--- config.mk ---
export PLATFORM = sky130hd
export DESIGN_NAME = mips_ctrl
export DESIGN_NICKNAME = d
export VERILOG_FILES = /design/src/rtl/mips_ctrl.sv
export SDC_FILE = /design/constraint.sdc
export NUM_CORES = 1
export LEC_CHECK = 0
export CORE_MARGIN = 8
export CORE_UTILIZATION = 26
export DETAILED_ROUTE_END_ITERATION = 8
export GPL_TIMING_DRIVEN = 0
export MAX_ROUTING_LAYER = met4
export PLACE_DENSITY = 0.9
export SLEW_MARGIN = 20
export SYNTH_ARGS = -nofsm -noshare
export SYNTH_HDL_FRONTEND = slang
export SYNTH_SLANG_ARGS = --single-unit
--- constraint.sdc ---
create_clock -name vclk -period 4.65
set_input_delay 0.93 -clock vclk [all_inputs]
set_output_delay 0.93 -clock vclk [all_outputs]
set_load 0.01 [all_outputs]
--- src/rtl/mips_ctrl.sv ---
// MIPS-subset instruction decoder: one strobe per recognised mnemonic plus the
// SPECIAL class flag R. Purely combinational by default; defining the macro
// MIPS_CTRL_REG_EN registers every output (1-cycle latency, synchronous reset).
module mips_ctrl (
  input  logic        clk,
  input  logic        reset,
  input  logic [31:0] I,
  output logic        R,
  output logic        lb, lbu, lh, lhu, lw,
  output logic        sb, sh, sw,
  output logic        add, addu, sub, subu, slt, sltu,
  output logic        and_, or_, xor_, nor_,
  output logic        sll, srl, sra, sllv, srlv, srav,
  output logic        mult, multu, div, divu,
  output logic        mfhi, mflo, mthi, mtlo,
  output logic        addi, addiu, andi, ori, xori, lui, slti, sltiu,
  output logic        beq, bne, blez, bgtz, bltz, bgez,
  output logic        j, jal, jalr, jr,
  output logic        eret, mfc0, mtc0
);

  // Field order here must match the output concatenation at the bottom.
  typedef struct packed {
    logic r;
    logic lb, lbu, lh, lhu, lw;
    logic sb, sh, sw;
    logic add, addu, sub, subu, slt, sltu;
    logic and_, or_, xor_, nor_;
    logic sll, srl, sra, sllv, srlv, srav;
    logic mult, multu, div, divu;
    logic mfhi, mflo, mthi, mtlo;
    logic addi, addiu, andi, ori, xori, lui, slti, sltiu;
    logic beq, bne, blez, bgtz, bltz, bgez;
    logic j, jal, jalr, jr;
    logic eret, mfc0, mtc0;
  } dec_t;

  localparam logic [31:0] ERET_WORD = 32'h4200_0018;

  logic [5:0] op;
  logic [4:0] rs;
  logic [4:0] rt;
  logic [5:0] fn;
  dec_t       dec_p0;
  dec_t       dec_out;

  assign op = I[31:26];
  assign rs = I[25:21];
  assign rt = I[20:16];
  assign fn = I[5:0];

  // Stage p0: decode the instruction word into a one-hot strobe set.
  // Decode opcode classes first, then the sub-field (funct / rt / rs) inside each.
  always_comb begin
    dec_p0 = '0;
    case (op)
      6'h00: begin
        dec_p0.r = 1'b1;
        case (fn)
          6'h00: dec_p0.sll   = 1'b1;
          6'h02: dec_p0.srl   = 1'b1;
          6'h03: dec_p0.sra   = 1'b1;
          6'h04: dec_p0.sllv  = 1'b1;
          6'h06: dec_p0.srlv  = 1'b1;
          6'h07: dec_p0.srav  = 1'b1;
          6'h08: dec_p0.jr    = 1'b1;
          6'h09: dec_p0.jalr  = 1'b1;
          6'h10: dec_p0.mfhi  = 1'b1;
          6'h11: dec_p0.mthi  = 1'b1;
          6'h12: dec_p0.mflo  = 1'b1;
          6'h13: dec_p0.mtlo  = 1'b1;
          6'h18: dec_p0.mult  = 1'b1;
          6'h19: dec_p0.multu = 1'b1;
          6'h1A: dec_p0.div   = 1'b1;
          6'h1B: dec_p0.divu  = 1'b1;
          6'h20: dec_p0.add   = 1'b1;
          6'h21: dec_p0.addu  = 1'b1;
          6'h22: dec_p0.sub   = 1'b1;
          6'h23: dec_p0.subu  = 1'b1;
          6'h24: dec_p0.and_  = 1'b1;
          6'h25: dec_p0.or_   = 1'b1;
          6'h26: dec_p0.xor_  = 1'b1;
          6'h27: dec_p0.nor_  = 1'b1;
          6'h2A: dec_p0.slt   = 1'b1;
          6'h2B: dec_p0.sltu  = 1'b1;
          default: ;
        endcase
      end
      6'h01: begin
        // REGIMM: only rt=0/1 are implemented; the linking variants fall to RI.
        dec_p0.bltz = (rt == 5'h00);
        dec_p0.bgez = (rt == 5'h01);
      end
      6'h02: dec_p0.j     = 1'b1;
      6'h03: dec_p0.jal   = 1'b1;
      6'h04: dec_p0.beq   = 1'b1;
      6'h05: dec_p0.bne   = 1'b1;
      6'h06: dec_p0.blez  = 1'b1;
      6'h07: dec_p0.bgtz  = 1'b1;
      6'h08: dec_p0.addi  = 1'b1;
      6'h09: dec_p0.addiu = 1'b1;
      6'h0A: dec_p0.slti  = 1'b1;
      6'h0B: dec_p0.sltiu = 1'b1;
      6'h0C: dec_p0.andi  = 1'b1;
      6'h0D: dec_p0.ori   = 1'b1;
      6'h0E: dec_p0.xori  = 1'b1;
      6'h0F: dec_p0.lui   = 1'b1;
      6'h10: begin
        // eret is matched on the full word; its rs (0x10) never aliases mfc0/mtc0.
        dec_p0.mfc0 = (rs == 5'h00);
        dec_p0.mtc0 = (rs == 5'h04);
        dec_p0.eret = (I == ERET_WORD);
      end
      6'h20: dec_p0.lb    = 1'b1;
      6'h21: dec_p0.lh    = 1'b1;
      6'h23: dec_p0.lw    = 1'b1;
      6'h24: dec_p0.lbu   = 1'b1;
      6'h25: dec_p0.lhu   = 1'b1;
      6'h28: dec_p0.sb    = 1'b1;
      6'h29: dec_p0.sh    = 1'b1;
      6'h2B: dec_p0.sw    = 1'b1;
      default: ;
    endcase
  end

`ifdef MIPS_CTRL_REG_EN
  // Stage p1: registered strobes; power-up and reset both give all zeros.
  dec_t dec_p1 = '0;

  // Register the decode; reset wins over the incoming instruction.
  always_ff @(posedge clk) begin
    if (reset) dec_p1 <= '0;
    else       dec_p1 <= dec_p0;
  end

  assign dec_out = dec_p1;
`else
  // Combinational build: clock and reset are intentionally unconnected.
  logic unused_clk_reset;
  assign unused_clk_reset = clk ^ reset;
  assign dec_out = dec_p0;
`endif

  assign {R,
          lb, lbu, lh, lhu, lw,
          sb, sh, sw,
          add, addu, sub, subu, slt, sltu,
          and_, or_, xor_, nor_,
          sll, srl, sra, sllv, srlv, srav,
          mult, multu, div, divu,
          mfhi, mflo, mthi, mtlo,
          addi, addiu, andi, ori, xori, lui, slti, sltiu,
          beq, bne, blez, bgtz, bltz, bgez,
          j, jal, jalr, jr,
          eret, mfc0, mtc0} = dec_out;

endmodule

==> flow_metrics.tcl, run 1 <==
set metrics [dict create \
    period_minus_slack_ns 3.91 \
    critPathMostFrequentCell "clkdlybuf4s50_1" \
    p_clk_frac 0 \
    syn-instance-count 102 \
    placementRows 17 \
    post_cts_buffers 0 \
    grt_overflow 0 \
    routed_wl_um 3140 \
    seq_cells 0 \
    cp.buffers_inverters 2 \
    vias 1030 \
    met2_usage 0.264 \
    intPower_w 0.0000348 \
    power_w 0.0000614 \
    dp_hpwl_um 2730 \
    arrival_ns 2.98 \
    grt_pass1_vias 1062 \
    dieArea_um2 4010 \
    path_cells "clkdlybuf4s50_1, nor4_4, nand4_2, nor3_2, clkdlybuf4s50_1" \
    power_frac_comb 1.000 \
    drc 0 \
    ir_worst_vdd_v 0.0000245 \
    setup_viol_count_final 0 \
    cpLargestDelayFamily "buffers and inverters" \
    crit_path_top_delay_cell "clkdlybuf4s50_1" \
    seqCellArea_um2 0 \
    grtUsageMet1 0.166 \
    synth_area_per_cell_um2 5.72 \
    ys_seq_area_frac 0 \
    die_w_um 63.4 \
    firstDrtPassIters 4 \
    max_freq_mhz 256 \
    synth_nets 136 \
    cts-hold-fix-buffers 0 \
    grt_usage 0.145 \
    grt_pass1_wl_um 5020 \
    fin_tns_setup_ns 0 \
    met3_usage 0.0371 \
    tightest_slew_ns 0.430 \
    core_area_um2 2170 \
    vias_per_cell 4.81 \
    cellPowerDensity_nw_per_um2 42.1 \
    p_seq_frac 0 \
    yosys_warnings 0 \
    hp-start "I[29]" \
    drv_cap 0 \
    grt_setup_unrepaired "false" \
    status "completed" \
    place_congestion 0.853 \
    finalHoldViolations 0 \
    dieHeight_um 63.4 \
    cp_max_fo 7 \
    worst_hold_slack_ns 2.50 \
    grt_max_degree 10 \
    swShare 0.433 \
    nFillCells 207 \
    io_pins 88 \
    syn_area_um2 583 \
    hp-class "in2out" \
    drt_iter0_markers 38 \
    p_sw_w 0.0000266 \
    critPathLaunchType "primary input" \
    synth_area_leader_cell "nor2_1" \
    slowest_delay_ns 0.57 \
    p_leak_nw 0.465 \
    hold_path_end "j" \
    synth_cell_types 25 \
    initial_core_util 0.269 \
    critPathRequiredTime_ns 3.72 \
    relSlewSlack 0.711 \
    post-route-period-util 0.840 \
    path_class "in2out" \
    cts-resized-gates 0 \
    ant_nets 0 \
    grt_antenna_before_repair 0 \
    layout.nets 222 \
    wl_per_cell_um 14.7 \
    grt-busiest-layer "met2" \
    slew_violations 0 \
    whs_path_depth 3 \
    syn_to_final_growth_pct 150 \
    end_kind "output port" \
    portBuffers 84 \
    num_antenna_cells 0 \
    synthTopCellsByArea "nor2_1 30%, nand2_1 5.8%, nand2b_1 5.4%" \
    netlist.area_leader.share 0.296 \
    drive_gt1_frac 0.0591 \
    clkbuf_count 0 \
]
==> area by class of cell <==
| cell class | count | area [um2] | share of cell area |
|---|---|---|---|
| Multi-Input combinational cell | 98 | 553 | 0.379 |
| Buffer | 4 | 30.0 | 0.0206 |
| Tap cell | 28 | 35.0 | 0.0240 |
| Timing Repair Buffer | 84 | 841 | 0.576 |
==> synthesized netlist by cell type <==
cell type,instances
nor2_2,1
nand4_1,1
clkbuf_1,2
nand2b_1,5
nand4_2,1
nor4_2,2
nand3b_1,4
nor4_1,5
nor2b_1,3
or2_1,1
nand4b_1,1
nor3_1,6
nand3_1,1
nand4b_4,1
or3_1,2
nand4b_2,1
nor3b_1,3
nand3_2,1
nor3_2,1
nor4_4,1
buf_6,2
nor4b_1,1
nor2_1,46
nand4bb_1,1
nand2_1,9
==> how the worst max path moves through the flow <==
| stage | startpoint | end | slack (ns) | cells past startpoint |
|---|---|---|---|---|
| 6_report | I[30] | sltu | 0.74 | 5 |
| 5_1_grt | I[30] | sltu | 0.60 | 5 |
| 4_1_cts | I[30] | sltu | 0.74 | 5 |
| 3_5_place_dp | I[30] | sltu | 0.76 | 5 |
| 3_3_place_gp | I[30] | sltu | 0.80 | 5 |
| 2_1_floorplan | I[29] | slt | 1.73 | 4 |
==> kinds of logic (layout without fill, tap and decap cells) <==
kind of cell,after synthesis,after routing,synth area share
AND/OR/NAND/NOR,98,98,0.948
buffers and inverters,4,88,0.0515
==> layer usage <==
| layer | up-vias | part of all wire |
|---|---|---|
| met5 | - | 0 |
| met3 | 0 | 0.075 |
| met2 | 57 | 0.47 |
| li1 | 522 | - |
| met1 | 451 | 0.45 |
| met4 | 0 | 0 |
==> through the flow <==
| stage | instances | instance area [um2] | util | setup slack, ns |
|---|---|---|---|---|
| after detailed placement | 214 | 1460 | 0.672 | 0.761 |
| after global routing | 214 | 1460 | 0.672 | 0.605 |
| after floorplan | 102 | 583 | - | 1.73 |
| after CTS | 214 | 1460 | 0.672 | 0.741 |
| after global placement | 214 | 1460 | 0.672 | 0.802 |
| final | 214 | 1460 | 0.672 | 0.743 |
==> placed cells by master (no fill, tap or decap) <==
master / count
buf_6: 2
clkbuf_1: 2
clkdlybuf4s50_1: 84
nand2_1: 9
nand2b_1: 5
nand3_1: 1
nand3_2: 1
nand3b_1: 4
nand4_1: 1
nand4_2: 1
nand4b_1: 1
nand4b_2: 1
nand4b_4: 1
nand4bb_1: 1
nor2_1: 46
nor2_2: 1
nor2b_1: 3
nor3_1: 6
nor3_2: 1
nor3b_1: 3
nor4_1: 5
nor4_2: 2
nor4_4: 1
nor4b_1: 1
or2_1: 1
or3_1: 2
==> power groups by stage <==
| stage | clock network (W) | registers [W] | logic [W] |
|---|---|---|---|
| 2_1_floorplan | 0 | 0 | 0.0000221 |
| 3_3_place_gp | 0 | 0 | 0.0000594 |
| 3_5_place_dp | 0 | 0 | 0.0000613 |
| 4_1_cts | 0 | 0 | 0.0000615 |
| 5_1_grt | 0 | 0 | 0.0000659 |
| 6_report | 0 | 0 | 0.0000614 |
==> tightest hold or removal path: stages <==
cell and delay [ns]:
buf_6 0.11, nor3_1 0.05, clkdlybuf4s50_1 0.48
Power figures use the tool's default switching activity.
==> run 2: changes to the inputs <==
--- a/config.mk
+++ b/config.mk
@@ -6,11 +6,11 @@
 export NUM_CORES = 1
 export LEC_CHECK = 0
 export CORE_MARGIN = 8
-export CORE_UTILIZATION = 26
+export CORE_UTILIZATION = 22
 export DETAILED_ROUTE_END_ITERATION = 8
 export GPL_TIMING_DRIVEN = 0
 export MAX_ROUTING_LAYER = met4
-export PLACE_DENSITY = 0.9
+export PLACE_DENSITY = 0.81
 export SLEW_MARGIN = 20
 export SYNTH_ARGS = -nofsm -noshare
 export SYNTH_HDL_FRONTEND = slang
==> constraint.sdc (replaced) <==
create_clock -name vclk -period 3.5
set_input_delay 0.7 -clock vclk [all_inputs]
set_output_delay 0.7 -clock vclk [all_outputs]
set_load 0.01 [all_outputs]
==> run 2 against run 1 <==
  * Count of clock-buffer cells in the layout unchanged
  * Setup slack got worse by 0.67 ns
  * First-iteration DRC count increased by 50%
  * Critical path depth unchanged
  * Largest cell class unchanged
==> flow_metrics.tcl, run 2 (synthesis gave the netlist of run 1 again) <==
set metrics [dict create \
    critPathRequiredTime_ns 2.80 \
    layout_common_cells "83 x clkdlybuf4s50_1, 46 x nor2_1, 9 x nand2_1, 5 x nor3_1, 5 x nand2b_1" \
    vias 1063 \
    period_minus_slack_ns 3.43 \
    status "completed" \
    drv_cap 0 \
    vias_per_cell 4.92 \
    cpLargestDelayFamily "buffers and inverters" \
    setup_viol_count_final 0 \
    core_area_um2 2500 \
    finalHoldViolations 0 \
    end_kind "output port" \
    grt_max_degree 10 \
    fin_util 0.590 \
    power_w 0.0000817 \
    p_seq_frac 0 \
    critPathMostFrequentCell "clkdlybuf4s50_1" \
    initial_core_util 0.233 \
    worstSetupStartpoint "I[30]" \
    top_layer "met4" \
    swShare 0.433 \
    slowest_delay_ns 0.57 \
    cts-hold-fix-buffers 0 \
    dp_hpwl_um 2720 \
    placed_area_um2 1460 \
    endpoint "sltu" \
    die_w_um 67.5 \
    cp.buffers_inverters 2 \
    finish.instance_area_um2 1480 \
    slew_violations 0 \
    wl_met3_um 489 \
    grt_setup_unrepaired "true" \
    cellPowerDensity_nw_per_um2 55.4 \
    routed_wl_um 3130 \
    path_class "in2out" \
    met1_length_um 1230 \
    ant_nets 0 \
    drt_iter0_markers 57 \
    max_freq_mhz 291 \
    firstDrtPassIters 4 \
    fin_tns_setup_ns 0 \
    power_frac_comb 1.000 \
    p_sw_w 0.0000354 \
    drc 0 \
    dieArea_um2 4550 \
    grt_pass1_wl_um 4620 \
    place_congestion 0.787 \
    post-route-period-util 0.980 \
    grt_overflow 0 \
    placementRows 18 \
    portBuffers 84 \
    wl_per_cell_um 14.5 \
    tightest_slew_ns 0.441 \
    grt_usage 0.125 \
    crit_path_top_delay_cell "clkdlybuf4s50_1" \
    arrival_ns 2.73 \
    p_leak_nw 0.475 \
    num_antenna_cells 0 \
    drive_gt1_frac 0.0699 \
    clkbuf_count 0 \
    syn_to_final_growth_pct 153 \
    path_cells "clkdlybuf4s50_1, nor4_4, nand4_2, nor3_2, clkdlybuf4s50_1" \
    crit_cells 5 \
    p_clk_frac 0 \
    layout.nets 222 \
    layout_commonest_cell "clkdlybuf4s50_1" \
    cp_max_fo 7 \
    ir_worst_vdd_v 0.0000372 \
    dieHeight_um 67.5 \
    hp-class "in2out" \
    relSlewSlack 0.703 \
    grt_pass1_vias 1036 \
    seqCellArea_um2 0 \
    io_pins 88 \
    seq_cells 0 \
    dr_wl_met2_um 1390 \
    grt_antenna_before_repair 0 \
    intPower_w 0.0000463 \
    critPathLaunchType "primary input" \
]
run 2: area by class of cell:
type / instances / area [um2]
Buffer: 4 / 30.0
Fill cell: 227 / 1020
Multi-Input combinational cell: 98 / 564
Tap cell: 30 / 37.5
Timing Repair Buffer: 84 / 843
run 2: power by group through the flow:
stage,combinational [W],clock (W),sequential (W)
2_1_floorplan,0.0000294,0,0
3_3_place_gp,0.0000792,0,0
3_5_place_dp,0.0000810,0,0
4_1_cts,0.0000813,0,0
5_1_grt,0.0000884,0,0
6_report,0.0000817,0,0
run 2: timing repair:
| item | in CTS | in global routing |
|---|---|---|
| setup endpoints to repair | 0 | 7 |
| buffers inserted | 0 | 0 |
| resized for setup | 0 | 3 |
run 2: worst min-delay path by stage:
| stage | to | slack [ns] | depth (start not counted) | from |
|---|---|---|---|---|
| after global routing | j | 2.05 | 3 | I[29] |
| after global placement | j | 2.03 | 3 | I[29] |
| after CTS | j | 2.03 | 3 | I[29] |
| after floorplan | jalr | 1.43 | 1 | I[5] |
| final | j | 2.03 | 3 | I[29] |
| after detailed placement | j | 2.03 | 3 | I[29] |
run 2: per-stage QoR:
step / hold WS, ns / cells / setup WS [ns]
final: 2.03 / 216 / 0.0688
after global routing: 2.05 / 216 / -0.0385
after CTS: 2.03 / 216 / 0.0313
after floorplan: 1.43 / 102 / 1.04
after global placement: 2.03 / 216 / 0.0980
after detailed placement: 2.03 / 216 / 0.0437
run 2: worst min-delay path, delay by kind of cell:
family / cells / cell delay [ns]
simple gates: 1 / 0.05
buf+inv: 2 / 0.57
run 2: routing by layer:
layer	GRT usage	vias up
li1	-	525
met1	0.133	466
met2	0.220	70
met3	0.0513	2
met4	0.00783	0
met5	-	-
